===== config.mk =====
export PLATFORM = sky130hd
export DESIGN_NAME = serial_tx_scheduler_flat
export DESIGN_NICKNAME = d
export VERILOG_FILES = /design/src/rtl/serial_tx_scheduler_if.sv /design/src/rtl/serial_tx_scheduler.sv /design/src/flat_wrapper.sv
export SDC_FILE = /design/constraint.sdc
export NUM_CORES = 1
export LEC_CHECK = 0
export ABC_AREA = 1
export ABC_CLOCK_PERIOD_IN_PS = 3000
export BUFFER_PORTS_ARGS = -buffer_cell sky130_fd_sc_hd__buf_2
export CAP_MARGIN = 20
export CORE_UTILIZATION = 40
export DETAILED_ROUTE_END_ITERATION = 8
export GPL_TIMING_DRIVEN = 0
export HOLD_SLACK_MARGIN = 0.02
export PLACE_DENSITY = 0.76
export SETUP_SLACK_MARGIN = 0.15
export SYNTH_ARGS = -nofsm -noshare
export SYNTH_HDL_FRONTEND = slang
export SYNTH_SLANG_ARGS = --single-unit

===== constraint.sdc =====
create_clock -name clk -period 3 [get_ports clk]
set_input_delay 0 -clock clk [delete_from_list [all_inputs] [get_ports clk]]
set_output_delay 0 -clock clk [all_outputs]
set_load 0.05 [all_outputs]

===== src/rtl/serial_tx_scheduler_if.sv =====
// serial_tx_scheduler_if: requester handshake and serializer control bundle of the scheduler
interface serial_tx_scheduler_if #(
    parameter int MSG_SIZE = 64,
    parameter int N_REQ = 2
);
    localparam int IW = N_REQ > 1 ? $clog2(N_REQ) : 1;
    localparam int CW = $clog2(MSG_SIZE) + 1;
    logic [N_REQ-1:0] req;
    logic [N_REQ*MSG_SIZE-1:0] msg_in;
    logic [N_REQ-1:0] ack;
    logic err;
    logic busy;
    logic [IW-1:0] active_id;
    logic [MSG_SIZE-1:0] ser_data;
    logic [CW-1:0] ser_counter;
    logic ser_ena;
    logic ser_rst_n;
    logic ser_flag;
    modport master (
        output req, msg_in, ser_flag,
        input ack, err, busy, active_id, ser_data, ser_counter, ser_ena, ser_rst_n
    );
    modport slave (
        input req, msg_in, ser_flag,
        output ack, err, busy, active_id, ser_data, ser_counter, ser_ena, ser_rst_n
    );
endinterface


===== src/rtl/serial_tx_scheduler.sv =====
// serial_tx_scheduler: round-robin arbiter sequencing one shared serializer through load, run and ack
module serial_tx_scheduler #(
    parameter int MSG_SIZE = 64,
    parameter int N_REQ = 2,
    parameter int GAP_CYCLES = 2,
    parameter int TIMEOUT = 8
) (
    input logic clk,
    input logic rst,
    serial_tx_scheduler_if.slave bus
);
    localparam int IW = N_REQ > 1 ? $clog2(N_REQ) : 1;
    localparam int CW = $clog2(MSG_SIZE) + 1;
    localparam int BW = $clog2(MSG_SIZE + 2);
    localparam int TW = $clog2(TIMEOUT + 1);
    localparam int GW = GAP_CYCLES > 0 ? $clog2(GAP_CYCLES + 1) : 1;
    typedef enum logic [2:0] {IDLE, LOAD, RUN, SHIFT, DONE, GAP} state_t;
    state_t state, state_n;
    logic [IW-1:0] last_grant, active_id, winner, idx;
    logic found, fail, fail_n, run_on;
    logic [MSG_SIZE-1:0] data;
    logic [BW-1:0] bitcnt, bitcnt_n;
    logic [TW-1:0] tcnt, tcnt_n;
    logic [GW-1:0] gcnt, gcnt_n;
    // first pending requester strictly after the last grant, wrapping around
    always_comb begin
        winner = last_grant;
        found = 1'b0;
        idx = '0;
        for (int k = 1; k <= N_REQ; k++) begin
            idx = IW'((int'(last_grant) + k) % N_REQ);
            if (!found && bus.req[idx]) begin
                found = 1'b1;
                winner = idx;
            end
        end
    end
    always_comb begin
        state_n = state;
        bitcnt_n = bitcnt;
        tcnt_n = tcnt;
        gcnt_n = gcnt;
        fail_n = fail;
        case (state)
            IDLE: state_n = found ? LOAD : IDLE;
            LOAD: begin
                state_n = RUN;
                bitcnt_n = '0;
                tcnt_n = '0;
                fail_n = 1'b0;
            end
            RUN: begin
                if (bus.ser_flag) begin
                    bitcnt_n = BW'(1);
                    state_n = SHIFT;
                end else if (tcnt == TW'(TIMEOUT)) begin
                    state_n = DONE;
                    fail_n = 1'b1;
                end else begin
                    tcnt_n = tcnt + 1'b1;
                end
            end
            SHIFT: begin
                if (bus.ser_flag && bitcnt == BW'(MSG_SIZE)) begin
                    state_n = DONE;
                    fail_n = 1'b1;
                end else if (bus.ser_flag) begin
                    bitcnt_n = bitcnt + 1'b1;
                end else begin
                    state_n = DONE;
                    fail_n = bitcnt != BW'(MSG_SIZE);
                end
            end
            DONE: begin
                state_n = GAP_CYCLES == 0 ? IDLE : GAP;
                gcnt_n = '0;
            end
            GAP: begin
                state_n = gcnt == GW'(GAP_CYCLES - 1) ? IDLE : GAP;
                gcnt_n = gcnt + 1'b1;
            end
            default: state_n = IDLE;
        endcase
    end
    always_ff @(posedge clk) begin
        if (rst) begin
            state <= IDLE;
            last_grant <= IW'(N_REQ - 1);
            active_id <= '0;
            data <= '0;
            bitcnt <= '0;
            tcnt <= '0;
            gcnt <= '0;
            fail <= 1'b0;
        end else begin
            state <= state_n;
            bitcnt <= bitcnt_n;
            tcnt <= tcnt_n;
            gcnt <= gcnt_n;
            fail <= fail_n;
            if (state == IDLE && found) begin
                last_grant <= winner;
                active_id <= winner;
                data <= bus.msg_in[winner*MSG_SIZE +: MSG_SIZE];
            end
        end
    end
    // serializer stays in reset outside RUN/SHIFT so its done latch re-arms every frame
    assign run_on = state == RUN || state == SHIFT;
    assign bus.ser_rst_n = run_on;
    assign bus.ser_ena = run_on;
    assign bus.ser_counter = run_on ? CW'(MSG_SIZE) : '0;
    assign bus.ser_data = data;
    assign bus.active_id = active_id;
    assign bus.busy = state != IDLE;
    assign bus.ack = state == DONE ? N_REQ'(1) << active_id : '0;
    assign bus.err = state == DONE && fail;
endmodule


===== src/flat_wrapper.sv =====
// flat-port wrapper written by rule: the top's interface ports become plain ports
module serial_tx_scheduler_flat 
#(
    parameter int MSG_SIZE = 64,
    parameter int N_REQ = 2,
    parameter int GAP_CYCLES = 2,
    parameter int TIMEOUT = 8
)
  (clk, rst, bus_req, bus_msg_in, bus_ser_flag, bus_ack, bus_err, bus_busy, bus_active_id, bus_ser_data, bus_ser_counter, bus_ser_ena, bus_ser_rst_n);
  serial_tx_scheduler_if #(.MSG_SIZE(MSG_SIZE), .N_REQ(N_REQ)) bus_i ();
  input logic clk;
  input logic rst;
  input wire logic [$bits(bus_i.req)-1:0] bus_req;
  input wire logic [$bits(bus_i.msg_in)-1:0] bus_msg_in;
  input wire logic [$bits(bus_i.ser_flag)-1:0] bus_ser_flag;
  output wire logic [$bits(bus_i.ack)-1:0] bus_ack;
  output wire logic [$bits(bus_i.err)-1:0] bus_err;
  output wire logic [$bits(bus_i.busy)-1:0] bus_busy;
  output wire logic [$bits(bus_i.active_id)-1:0] bus_active_id;
  output wire logic [$bits(bus_i.ser_data)-1:0] bus_ser_data;
  output wire logic [$bits(bus_i.ser_counter)-1:0] bus_ser_counter;
  output wire logic [$bits(bus_i.ser_ena)-1:0] bus_ser_ena;
  output wire logic [$bits(bus_i.ser_rst_n)-1:0] bus_ser_rst_n;
  assign bus_i.req = bus_req;
  assign bus_i.msg_in = bus_msg_in;
  assign bus_i.ser_flag = bus_ser_flag;
  assign bus_ack = bus_i.ack;
  assign bus_err = bus_i.err;
  assign bus_busy = bus_i.busy;
  assign bus_active_id = bus_i.active_id;
  assign bus_ser_data = bus_i.ser_data;
  assign bus_ser_counter = bus_i.ser_counter;
  assign bus_ser_ena = bus_i.ser_ena;
  assign bus_ser_rst_n = bus_i.ser_rst_n;
  serial_tx_scheduler #(.MSG_SIZE(MSG_SIZE), .N_REQ(N_REQ), .GAP_CYCLES(GAP_CYCLES), .TIMEOUT(TIMEOUT)) u_core (.clk(clk), .rst(rst), .bus(bus_i));
endmodule

# Yosys cells after proc, flatten, opt, wreduce, memory -nomap -nowiden

Cells that the tools add are included.

Flip-flop bits (word level): 83
Bits in latches: 0
RAM bits: 0
ROM bits: 0
Input port bits: 133
Output and inout bits: 78
Memories: 0

Add/subtract/negate cells: 5
$mul: 0
Divide/modulo/power cells: 0
Order comparisons: 2
Equality and inequality tests: 17
Shifts and indexed selects: 2
Mux-type cells: 30
Bitwise gates (word level): 0
Reduce and logical (&&, ||, !) cells: 15

Operators with widths:

| operator                                                               | count |
|---|---|
| 128-bit by 8-bit variable part select with 64-bit output               | 1 |
| 7-bit 2-to-1 mux                                                       | 4 |
| 7-bit case mux with 3 select lines                                     | 1 |
| 3-bit case mux with 6 select lines                                     | 1 |
| 3-bit 2-to-1 mux                                                       | 5 |
| 1-bit 2-to-1 mux                                                       | 13 |
| 2-bit != test (second input constant)                                  | 5 |
| 4-bit 2-to-1 mux                                                       | 2 |
| 4-bit case mux with 2 select lines                                     | 1 |
| 4-bit AND reduction                                                    | 2 |
| 7-bit by 1-bit adder with 7-bit output (second input constant)         | 1 |
| 7-bit equality test (second input constant)                            | 1 |
| 7-bit != test (second input constant)                                  | 1 |
| 3-bit by 2-bit equality test with 1-bit output (second input constant) | 2 |
| 3-bit equality test (second input constant)                            | 2 |
| 3-bit by 2-bit != test with 1-bit output (second input constant)       | 2 |
| 3-bit nonzero test                                                     | 2 |
| 4-bit by 1-bit adder with 4-bit output (second input constant)         | 1 |
| 4-bit equality test (second input constant)                            | 1 |
| 1-bit logical AND                                                      | 4 |
| 1-bit by 2-bit < comparator with 1-bit output (second input constant)  | 2 |
| 2-bit case mux with 2 select lines                                     | 1 |
| 2-bit nonzero test                                                     | 2 |
| 3-bit by 1-bit equality test with 1-bit output (second input constant) | 1 |
| 12 further kinds                                                       | 13 |

# Depth between registers and ports, before layout

Gate-level depths: netlist of run 1.

Depth in word-level cells: 9
Depth in mapped cells: 11

# Least setup slack after synthesis of run 1

OpenSTA, ideal clock, no wires.

Path kind: register -> register
From: register u_core.state[0]
To: register u_core.data[55], in the netlist u_core.bus.ser_data[55]
Library setup time: 0.120 ns
Data arrival time: 1.412 ns
Setup slack: 1.468 ns
Cell stages (with the launch flop): 9
Path buffers: 2
Clock period less this slack: 1.532 ns
Cell sequence: dfxtp_1 > nor2_2 > nand2_2 > a21oi_4 > inv_2 > buf_6 > buf_6 > a21oi_1 > a21oi_1

Cells in the longest elaborated chain, start to end: 2

Ends and longest elaborated chain:

| what                   | line                       | source |
|---|---|---|
| start, declared        | serial_tx_scheduler.sv:18  | `state_t state, state_n;` |
| start signal, assigned | serial_tx_scheduler.sv:96  | `state <= state_n;` |
| 3-bit zero test        | serial_tx_scheduler.sv:101 | `if (state == IDLE && found) begin` |
| 1-bit logical AND      | serial_tx_scheduler.sv:101 |  |
| end signal, assigned   | serial_tx_scheduler.sv:104 | `data <= bus.msg_in[winner*MSG_SIZE +: MSG_SIZE];` |
| end, declared          | serial_tx_scheduler.sv:21  | `logic [MSG_SIZE-1:0] data;` |

No other way between the ends.
A chain may end at the register's enable or synchronous reset.

# Worst setup path after layout of run 1

From: register u_core.last_grant
To: register u_core.data[22], in the netlist u_core.bus.ser_data[22]

Cells in the longest elaborated chain, start to end: 8
Elaborated cells between the ends (all ways): 14
Those cells by class: add/sub: 2; shift: 1; mux: 8; reduce/logical: 3

Ends and longest elaborated chain:

| what                                                                                          | line                                                   | source |
|---|---|---|
| start, declared                                                                               | serial_tx_scheduler.sv:19                              | `logic [IW-1:0] last_grant, active_id, winner, idx;` |
| start signal, assigned                                                                        | serial_tx_scheduler.sv:88                              | `last_grant <= IW'(N_REQ - 1);` |
| start signal, assigned                                                                        | serial_tx_scheduler.sv:102                             | `last_grant <= winner;` |
| 1-bit adder                                                                                   | serial_tx_scheduler.sv:31                              | `idx = IW'((int'(last_grant) + k) % N_REQ);` |
| 1-bit 2-to-1 mux (not written as such) (2 in a row)                                           | serial_tx_scheduler.sv:32                              | `if (!found && bus.req[idx]) begin` |
| 1-bit 2-to-1 mux                                                                              | serial_tx_scheduler.sv:32                              |  |
| 1-bit zero test                                                                               | serial_tx_scheduler.sv:32                              |  |
| 1-bit logical AND                                                                             | serial_tx_scheduler.sv:32                              |  |
| 1-bit 2-to-1 mux                                                                              | serial_tx_scheduler.sv:32                              |  |
| 128-bit by 8-bit variable part select with 64-bit output or 1-bit logical AND (tied branches) | serial_tx_scheduler.sv:104, serial_tx_scheduler.sv:101 |  |

Several ways; a longest one is shown, not always the timed one. The select of a mux whose other input is x is not followed.

==> results of run 1 <==
==> sequential cells by signal (all words and copies together), names as in the netlist <==
signal                count
u_core.bitcnt             7
u_core.bus.active_id      1
u_core.bus.ser_data      64
u_core.fail               1
u_core.gcnt               2
u_core.last_grant         1
u_core.state              3
u_core.tcnt               4
==> what timing repair did <==
action	4_1_cts	5_1_grt
hold endpoints to repair	64	0
hold buffers	128	0
setup endpoints to repair	0	0
==> power groups by stage <==
stage | Combinational (mW) | Clock (mW) | Sequential, mW
CTS | 4.97 | 0.872 | 1.87
finish | 5.16 | 0.866 | 1.91
global placement | 4.27 | 0 | 1.87
detailed placement | 4.33 | 0 | 1.88
floorplan | 1.80 | 0 | 3.37
global route | 5.50 | 0.916 | 1.96
==> final cells by class <==
cell class,instances,area (µm²),area share [%]
plain buffers,45,252.7,3.856
multi-input cells,394,1858,28.35
diodes,1,2.502,0.03818
repair buffers,332,2302,35.13
inverters,28,105.1,1.604
flip-flops and latches,83,1662,25.35
well taps,129,161.4,2.463
clock inverters,6,72.57,1.107
clock buffers,10,137.6,2.100
==> cell families after synthesis <==
family                   count (synthesis)  synth area share, %
AO/OA/AOI/OAI                          212                27.89
AND/OR/NAND/NOR                        170                17.83
flip-flops                              83                43.06
buffers and inverters                   73                9.274
adder cells (fa/ha/maj)                  5                1.621
XOR/XNOR                                 1               0.2270
other                                    1              0.09718
==> layout by cell type, fill, tap and decap left out, drive strengths merged, types with 2 or more instances in the layout <==
cell type    instances
nor3                 3
nand3               21
inv                 30
nand2              110
nand4                2
o21ai               69
dfxtp               83
buf                229
dlygate4sd3        128
ha                   5
clkbuf              30
a21oi              142
nor2                33
clkinv               2
conb                 6
==> routing by layer <==
metal,vias up,GRT usage (%),wire length (µm)
met2,330,52.69,7519
met3,63,8.983,1357
met4,0,15.83,694
met5,-,0,0
met1,2426,33.68,6094
li1,2515,-,-
==> worst paths after layout <==
kind | slack [ns] | from | to
worst min register to register | 0.49 | u_core.last_grant | u_core.last_grant
worst min-delay path | 0.06 | bus_ser_flag | u_core.fail
worst max register to register | 0.66 | u_core.last_grant | u_core.bus.ser_data[22]
worst max-delay path | 0.66 | u_core.last_grant | u_core.bus.ser_data[22]
==> critical path, cell delays in order (launching register included) <==
cell and delay, ns:
dfxtp_1 0.33, o21ai_0 0.41, buf_2 0.37, buf_2 0.29, nand2_1 0.11, a21oi_1 0.22, dlygate4sd3_1 0.57
==> through the flow <==
| stage | worst slack [ns] | power [mW] | instances |
|---|---|---|---|
| after floorplan | 1.468 | 5.170 | 550 |
| after global placement | 1.414 | 6.140 | 883 |
| after detailed placement | 1.391 | 6.218 | 883 |
| after CTS | 0.8269 | 7.721 | 1027 |
| after global routing | 0.5808 | 8.371 | 1027 |
| final | 0.6560 | 7.941 | 1028 |
==> results.txt, run 1 <==
- TritonCTS clock tree: done
- Wires add up to 15660 µm.
- Number of register bits inferred by synthesis: 83
- Detailed routing inserted a total of 5334 vias.
- For this run, the post-layout net count is 1031.
* Cells after Synth: 545
* Switching power summed over all nets: 4.261 mW
- The flow ran to the end, and the final reports show no timing, DRC or antenna violations.
* EDFF count, synth: 0
* Maximum vdd ir drop: 685.7 µV
* Fraction of registers with async set or reset after synthesis: 0%
- Largest fanout on the critical path: 11
* Slew at the pin closest to its max-slew limit: 0.5115 ns
- Share of synthesized area occupied by flip-flops and latches: 43.06%
* Shortest clock period the worst path allows after layout: 2.344 ns
- Counting along the longest clock path gives a buffer depth of 2.
* Maximum number of pins on one net before global-route repair: 16
- Hold Fails Final Rpt: 0
* WP data required: 3.31 ns
* Total CTS buffers: 9
* Post-CTS setup buffer count: 0
* Vias/cell: 5.189
- By instance count, the leading cell after synthesis is a21oi_1.
- Syn-to-layout area delta: 69.84%
- Average wire per standard cell: 15.24 µm
- Leakage: 3.260 nW
- Setup violations remaining at the end of the flow were counted as 0.
- The initial utilization of the core area, before any placement, comes to 41.56%.
* Yosys warnings: 0
- Clock network latency to the later pin of the worst-skew pair: 0.36 ns
- Power spread over the standard cell area amounts to 1212 nW/µm².
* Path type of the worst min-delay path: in2reg
* Leading post-synthesis cells by cell area: dfxtp_1 (43%), a21oi_1 (18%), nand2_1 (10%), o21ai_0 (7.9%), nor2_1 (3.0%)
- Of the total power, registers draw 24.1%.
* Post-synthesis average cell area: 7.080 µm²
- Global routing used 30.42% of the available tracks across all layers.
* Placed cell area: 5060 µm²
* Final instance area: 6554 µm²
- After filler insertion, the fill cell instance count of the layout stands at 737.
- Clock tree skew after final layout: 0.01817 ns
* Top cell types by occurrence after synthesis: a21oi_1 (141), nand2_1 (107), dfxtp_1 (83)
- RSZ-0062 raised after global routing: no
* Total die area: 10040 µm²
- Summing every instance area after synthesis gives 3859 µm².
- For the final routed database, the setup TNS stands at 0 ns.
- Number of antenna violations at the first check in global routing: 1
* Std cell rows: 35
- Number of global-route vias before repair: 5195
- Count of H-tree levels built during CTS: 3
* Floorplan die width: 100.2 µm
- The first global-routing pass estimated 24290 µm of wire.
- The first detailed-routing pass ran for 7 iterations.
* DR iter-0 viols: 235
* Internal Pwr Total: 3.680 mW
- The congestion estimate from routability-driven global placement came to 0.8211.
* Distinct cell type count of the synthesized netlist: 24
* Proportion of netlist area held by the largest area contributor: 43.06%
* DIE HEIGHT: 100.2 µm
- Count of final max-slew check failures: 0
* Final global-route overflow total: 0
* Number of remaining DRC errors: 0
- Most common flop cell mapped by yosys: dfxtp_1
- Half-perimeter wire length after detailed placement: 8912 µm
- STA classifies the critical path endpoint as a flop.
* Count of input and output buffers: 204
- The tree is rooted in a clkbuf_8.
- Clock-pin slew was measured on the worst setup and hold paths at 0.10 ns.
- Placeable core region: 9284 µm²
- Switching power share of the total: 53.66%
* Count of max-cap constraint violations: 0
* Share of the clock period used by the worst path: 78.13%
- Clock net sink count: 83
- The worst setup path is launched from a flop.
- The worst hold path was traced through 5 stages.
- Tightest slew margin relative to the limit: 65.90%
- Summed over all instances, the cell type with the most area after synthesis is dfxtp_1.
- Antenna-violating nets left: 0
- In this run, the clock network consumes 10.9% of the power.
- The number of gates resized after CTS was 0.
- Combinational logic is responsible for 65.0% of the overall power.
- Data arrival time of the critical path: 2.65 ns
- The tightest hold path in the finished design has a slack of 0.05698 ns.
* Number of top-level pins: 211
- Type of the worst setup path: reg2reg
- For the worst flop-to-flop path, the logic depth is 6.
- Timing would allow up to 0.4266 GHz.
- Of the cells placed in the final design, the portion with a size suffix greater than 1 is 28.29%.
- Final core utilization: 70.59%
Note: power is estimated with default switching activity, not from simulation.
==> run 2, diff against run 1 <==
--- a/config.mk
+++ b/config.mk
@@ -6,14 +6,14 @@
 export NUM_CORES = 1
 export LEC_CHECK = 0
 export ABC_AREA = 1
-export ABC_CLOCK_PERIOD_IN_PS = 3000
+export ABC_CLOCK_PERIOD_IN_PS = 1930
 export BUFFER_PORTS_ARGS = -buffer_cell sky130_fd_sc_hd__buf_2
 export CAP_MARGIN = 20
 export CORE_UTILIZATION = 40
 export DETAILED_ROUTE_END_ITERATION = 8
 export GPL_TIMING_DRIVEN = 0
 export HOLD_SLACK_MARGIN = 0.02
-export PLACE_DENSITY = 0.76
+export PLACE_DENSITY = 0.79
 export SETUP_SLACK_MARGIN = 0.15
 export SYNTH_ARGS = -nofsm -noshare
 export SYNTH_HDL_FRONTEND = slang
==> constraint.sdc (replaced) <==
create_clock -name clk -period 1.93 [get_ports clk]
set_input_delay 0 -clock clk [delete_from_list [all_inputs] [get_ports clk]]
set_output_delay 0 -clock clk [all_outputs]
set_load 0.05 [all_outputs]
==> results.txt, run 2 (synthesized netlist as in run 1, its figures left out) <==
* Status: complete, no violations
- Across all setup checks in the final design, the least slack found is 0.2963 ns.
- Clock transition at the registers of the reported paths: 0.08 ns
- Once detail routing completed, the nets flagged for antenna violations numbered 0.
- The worst pin sits at a relative slew slack of 65.80%.
* Std cell rows: 35
- Total detailed-routing wirelength: 16110 µm
- Min Hold Slack: 0.06124 ns
* DIE HEIGHT: 100.2 µm
- Maximum clock frequency: 0.6121 GHz
- In this run, CTS created clock tree buffers numbering 9.
- After the first detailed-routing iteration, the DRC count stood at 276.
- Clock net sink count: 83
- Internal reg-to-reg setup slack: 0.30 ns
* Placement Setup Slack: 0.3146 ns
- Placer's final routability congestion estimate: 0.8448
- The die is 100.2 µm wide.
- The die covers 10040 µm².
- The worst setup path is launched from a flop.
* Count of max-cap constraint violations: 0
- The first global-routing pass estimated 24900 µm of wire.
- Data arrival time of the critical path: 1.63 ns
* Half-perimeter wire length after detailed placement: 8929 µm
- Path type of the worst min-delay path: in2reg
- Of the available clock period, the critical path in the final layout requires 84.65%.
- Across the VDD grid, the largest voltage drop is 1034 µV.
* Layout cell share with drive strength beyond 1: 28.24%
- The worst path needs 1.634 ns of the cycle, external delays included.
- Slew at the pin closest to its max-slew limit: 0.5130 ns
- The tree is rooted in a clkbuf_8.
- The max-slew violation count is 0.
- For this run, the total global-route usage over all layers was measured as 31.65%.
- Vias/cell: 5.312
* Crit path max-delay cell type: dfxtp_1
- The area growth from synthesis to layout is 69.97%.
* Clock network latency to the later pin of the worst-skew pair: 0.36 ns
- Worst-case clock buffer depth: 2
- Clock tree skew after final layout: 0.01316 ns
* Leading cell type in the layout, fill and taps excluded: buf_2
- Number of antenna violations at the first check in global routing: 0
* Type of the worst setup path: reg2out
* Leakage: 3.150 nW
* Sort of element at the end of the critical path: output port
- Total Negative Setup Slacks: 0 ns
* Average wire per standard cell: 15.70 µm
- Highest-count cells in the layout ignoring fill and taps: buf_2 (213), a21oi_1 (140), dlygate4sd3_1 (128), nand2_1 (107), dfxtp_1 (83)
- Effective utilization at floorplan: 41.56%
* Number of top-level pins: 211
* Maximum number of pins on one net before global-route repair: 14
- Hold Fails Final Rpt: 0
- Final global-route overflow total: 0
- Largest delay share family, worst path: buffers and inverters
- The first detailed-routing pass took 7 iterations.
- The register with the most flip-flops in the layout has 64 of them.
- In the final design database the tool counted 1031 nets.
- Summing over every cut layer, the via total after detailed routing is 5450.
- Data on the critical path is required at its endpoint by 1.93 ns.
* Number of global-route vias before repair: 5328
- # setup viols final: 0
* Cell chain of the critical path: inv_1, nand3_1, nand2_1, buf_4, clkbuf_4
- Delay of the slowest cell on the worst path: 0.34 ns
* RSZ-0062 raised after global routing: yes
- In this run the power density over the cells is 1750 nW/µm².
- Largest fanout on the critical path: 7
- The number of setup buffers added after CTS is 0.
* Count of H-tree levels built during CTS: 3
* TritonCTS clock tree: done
* Count of input and output buffers: 204
- Number of remaining DRC errors: 0
* Number of buffer and inverter stages on the critical path: 3
- After floorplanning, the core was sized to cover 9284 µm².
## run 2: cell count changes in the layout (fill, tap and decap cells not counted), sizes merged
cell	change
buf	-3
clkbuf	+2
inv	-2
bufinv	+1
clkinv	-1
clkinvlp	+1
## run 2: worst reg2reg max path, stage by stage (launching register included)
cell and delay [ns]:
dfxtp_1 0.39, nor2_2 0.16, nand2_2 0.10, a21oi_4 0.18, buf_6 0.17, clkbuf_4 0.20, o21ai_0 0.13, a21oi_1 0.23
## run 2: cell type report
| type | instances | area [µm²] |
|---|---|---|
| Clock buffer | 9 | 123.9 |
| Clock inverter | 5 | 80.08 |
| Sequential cell | 83 | 1662 |
| Inverter | 28 | 105.1 |
| Antenna cell | 1 | 2.502 |
| Multi-Input combinational cell | 394 | 1862 |
| Fill cell | 715 | 2725 |
| Tap cell | 129 | 161.4 |
| Timing Repair Buffer | 332 | 2307 |
| Buffer | 45 | 255.2 |
## run 2: routing by layer
metal  GRT usage, %  vias to the layer above  share of wire, %
met2          56.22                      373                50
met1          33.79                     2459                37
met3          6.267                      105               7.3
met5              0                        -                 0
li1               -                     2513                 -
met4          21.63                        0               5.9
## run 2: worst paths after layout
kind | startpoint | endpoint | cells past startpoint
max | u_core.state[2] | bus_ser_counter[6] | 5
min | bus_ser_flag | u_core.state[0] | 3
max reg2reg | u_core.state[0] | u_core.bus.ser_data[63] | 7
min reg2reg | u_core.tcnt[0] | u_core.tcnt[0] | 2
## run 2: repair_timing
item                                    in CTS  in global routing
hold endpoints to repair                    64                  0
endpoints found under the setup margin       0                  9
hold buffers                               128                  0
gates resized for setup                      0                  5
## run 2: report_power, final
part / total [mW] / internal, mW / switching [mW]
clock: 1.37 / 0.713 / 0.659
combinational: 7.14 / 1.91 / 5.24
sequential: 2.96 / 2.49 / 0.471
## run 2: metrics by stage
| stage | power, mW | cells | util (%) | cell area (µm²) |
|---|---|---|---|---|
| after floorplan | 8.036 | 550 | - | 3877 |
| after global placement | 9.524 | 883 | 54.50 | 5060 |
| after detailed placement | 9.664 | 883 | 54.50 | 5060 |
| after CTS | 11.23 | 1025 | 70.50 | 6545 |
| after global routing | 12.15 | 1025 | 70.62 | 6556 |
| final | 11.48 | 1026 | 70.65 | 6559 |
==> run 3, diff against run 2 <==
--- a/config.mk
+++ b/config.mk
@@ -5,15 +5,15 @@
 export SDC_FILE = /design/constraint.sdc
 export NUM_CORES = 1
 export LEC_CHECK = 0
-export ABC_AREA = 1
-export ABC_CLOCK_PERIOD_IN_PS = 1930
+export ABC_AREA = 0
+export ABC_CLOCK_PERIOD_IN_PS = 1700
 export BUFFER_PORTS_ARGS = -buffer_cell sky130_fd_sc_hd__buf_2
 export CAP_MARGIN = 20
 export CORE_UTILIZATION = 40
 export DETAILED_ROUTE_END_ITERATION = 8
 export GPL_TIMING_DRIVEN = 0
 export HOLD_SLACK_MARGIN = 0.02
-export PLACE_DENSITY = 0.79
+export PLACE_DENSITY = 0.74
 export SETUP_SLACK_MARGIN = 0.15
 export SYNTH_ARGS = -nofsm -noshare
 export SYNTH_HDL_FRONTEND = slang
==> constraint.sdc (replaced) <==
create_clock -name clk -period 1.7 [get_ports clk]
set_input_delay 0 -clock clk [delete_from_list [all_inputs] [get_ports clk]]
set_output_delay 0 -clock clk [all_outputs]
set_load 0.05 [all_outputs]
==> results.txt, run 3 <==
- Status: complete, no violations
* Fraction of registers with async set or reset after synthesis: 0%
* Largest fanout on the critical path: 7
- Count of max-cap constraint violations: 0
- The detailed router finished its first iteration with 139 violations.
* Cell chain of the critical path: buf_6, or3_4, nor2_4, buf_12, buf_12, clkbuf_16, a211oi_2
- The worst hold path belongs to the class in2reg.
- Excluding fillers, the count of instances in the completed layout stands at 863.
- The via count of the first global-routing pass was 4395.
* Number of register bits inferred by synthesis: 83
- Final global-route overflow total: 0
* First-pass GRT wire length: 20820 µm
* Count of final max-slew check failures: 0
- Total detailed-routing wirelength: 13830 µm
* Highest-count cells in the layout ignoring fill and taps: buf_2 (203), dfxtp_1 (75), nor2_1 (63), mux2i_1 (62), a211oi_2 (59)
- TritonCTS clock tree: done
- Total CTS buffers: 9
- Number of top-level pins: 211
* Worst-case clock buffer depth: 2
* Count of H-tree levels built during CTS: 3
* Share of the clock period used by the worst path: 95.98%
- Number of antenna violations at the first check in global routing: 0
- The count of buffers added on input and output ports is 202.
- Half-perimeter wire length after detailed placement: 8910 µm
- DIE HEIGHT: 105.3 µm
* Min Hold Slack: 0.03243 ns
* Clock tree skew after final layout: 0.005732 ns
- The critical path is of the reg2reg type.
- Crit path max-delay cell type: or3_4
- The area growth from synthesis to layout is 61.22%.
* Leakage: 3.157 nW
- The repair_antennas step left the layout with diodes totalling 0.
- For this run, the post-layout net count is 860.
- The register with the most flip-flops in the layout has 64 of them.
- Clock transition at the registers of the reported paths: 0.09 ns
- At the worst endpoint, the arrival time is 1.84 ns.
- Data on the critical path is required at its endpoint by 1.91 ns.
* Tightest slew margin relative to the limit: 52.08%
* Top cell types by occurrence after synthesis: dfxtp_1 (83), nor2_1 (78), mux2i_1 (65)
* RSZ-0062 raised after global routing: yes
- The floorplan step defined a die boundary enclosing 11080 µm².
- DR pass1 iterations: 4
* Met3 global-route usage: 5.318%
- Via count: 4366
- Among all cell types in the netlist, the one instantiated most often is dfxtp_1.
* Slew at the pin closest to its max-slew limit: 0.7187 ns
- The tree is rooted in a clkbuf_8.
- The largest total area in the synthesized netlist belongs to dfxtp_1.
- Layout cell share with drive strength beyond 1: 52.82%
- Sort of element at the end of the critical path: flop
- Dividing the detail-routed via count by the number of cells gives 5.059.
- Of the post-synthesis cell area, the dominant cell type holds 38.96%.
- Std cell rows: 37
- The critical path contains buffers and inverters numbering 4 combined.
- Once the floorplan was initialized, standard cells occupied 41.32% of the core.
* Distinct cell type count of the synthesized netlist: 45
- Counting every instance in the synthesized netlist gives 423.
- Clock latency on the worst-skew pair, taken at its later pin, is 0.35 ns.
- In this run the power density over the cells is 2067 nW/µm².
- Entering global routing, the biggest net connects 15 pins.
- STA classifies the critical path startpoint as a flop.
- The tree built by TritonCTS fans out to 83 sinks.
* Placer's final routability congestion estimate: 0.8086
* Number of remaining DRC errors: 0
- DP Cell Count: 766
- The library cell used most frequently in the layout, excluding fill and tap cells, is buf_2.
* Routing layer with the top usage in global route: met2
* Combined area of all synthesized cells: 4265 µm²
- After floorplanning, the core was sized to cover 10320 µm².
- Hold Fails Final Rpt: 0
- Yosys warnings: 0
* Shortest clock period the worst path allows after layout: 1.632 ns
* GR Layer Usage met2: 46.43%
* Antenna-violating nets left: 0
* EDFF count, synth: 0
* Average wire per standard cell: 16.03 µm
- Based on the critical path, the design can be clocked at up to 0.6128 GHz.
- Sequential elements use 38.96% of the synthesized area.
- Floorplan die width: 105.3 µm
- Met1 track demand over resource: 24.18%
- # setup viols final: 0
- Grouping stages by cell kind, the critical path spends the most delay in simple AND/OR/NAND/NOR gates.
- Cells fill 66.61% of the core in the end.
* Most frequent cell on the critical path: buf_12
* Post-synthesis average cell area: 10.08 µm²
- Across every metal layer, demand over resource in global routing totals 23.64%.
- IR analysis of the VDD net gives a maximum drop of 1298 µV.
- The most used flip-flop cell after synthesis is dfxtp_1.
- Delay of the slowest cell on the worst path: 0.39 ns
* Leading post-synthesis cells by cell area: dfxtp_1 (39%), mux2i_1 (15%), a211oi_2 (15%), nor2_1 (6.9%), a211oi_1 (2.8%)
## run 3: kinds of logic (layout without fill, tap and decap cells)
kind of cell / Yosys count / count (layout) / share of synthesized area (%)
AOI/OAI and AO/OA: 96 / 96 / 22.09
and+or+nand+nor: 119 / 119 / 14.26
DFF: 83 / 83 / 38.96
adders and majority gates: 5 / 5 / 1.467
xor gates and xnor gates: 3 / 3 / 0.6161
buffers and inverters: 51 / 350 / 7.275
other: 1 / 6 / 0.08792
muxes: 65 / 65 / 15.25
## run 3: cell type report
cell class	instances	area [µm²]
Buffer	43	417.9
Clock buffer	10	127.6
Clock inverter	6	111.4
Fill cell	762	3447
Inverter	8	30.03
Multi-Input combinational cell	294	2490
Sequential cell	83	1674
Tap cell	136	170.2
Timing Repair Buffer	283	1856
## run 3: per-layer routing
layer | vias to the layer above | share of wire (%) | wire length (µm)
met5 | - | 0 | 0
met4 | 0 | 2.2 | 311
met3 | 24 | 5.6 | 781
met2 | 157 | 55 | 7541
met1 | 2079 | 38 | 5196
li1 | 2106 | - | -
## run 3: repair_timing
action	CTS	global route
hold buffers	56	1
hold endpoints to repair	31	1
resized for setup	22	53
cloned	0	4
setup endpoints to repair	74	79
buffers inserted	10	10
pin swaps	5	18
## run 3: tightest hold or removal path: stages
cell,delay [ns]
buf_2,0.08
mux2i_2,0.07
a211oi_2,0.20
## run 3: where the power goes
part / leakage [nW] / switching (mW) / internal (mW)
logic: 2.35 / 5.94 / 3.34
clock network: 0.117 / 0.736 / 0.979
registers: 0.690 / 0.465 / 2.75
total: 3.16 / 7.14 / 7.07
## run 3: metrics by stage
step	cell area, µm²	total power [mW]	setup WS [ns]	setup TNS, ns
after floorplan	4368	9.488	0.1282	0
after global placement	5549	11.06	-0.1931	-6.551
after detailed placement	5549	11.24	-0.1983	-7.332
after CTS	6494	13.29	0.09573	0
after global routing	6877	14.89	0.009423	0
final	6877	14.21	0.06826	0
## run 3: path summary, 6_finish.rpt
check,end,cells past startpoint,startpoint,slack [ns]
max,u_core.bus.ser_data[47],7,u_core.state[0],0.07
min,u_core.bus.ser_data[32],3,bus_msg_in[32],0.03
max reg2reg,u_core.bus.ser_data[47],7,u_core.state[0],0.07
min reg2reg,u_core.gcnt[1],2,u_core.gcnt[1],0.47
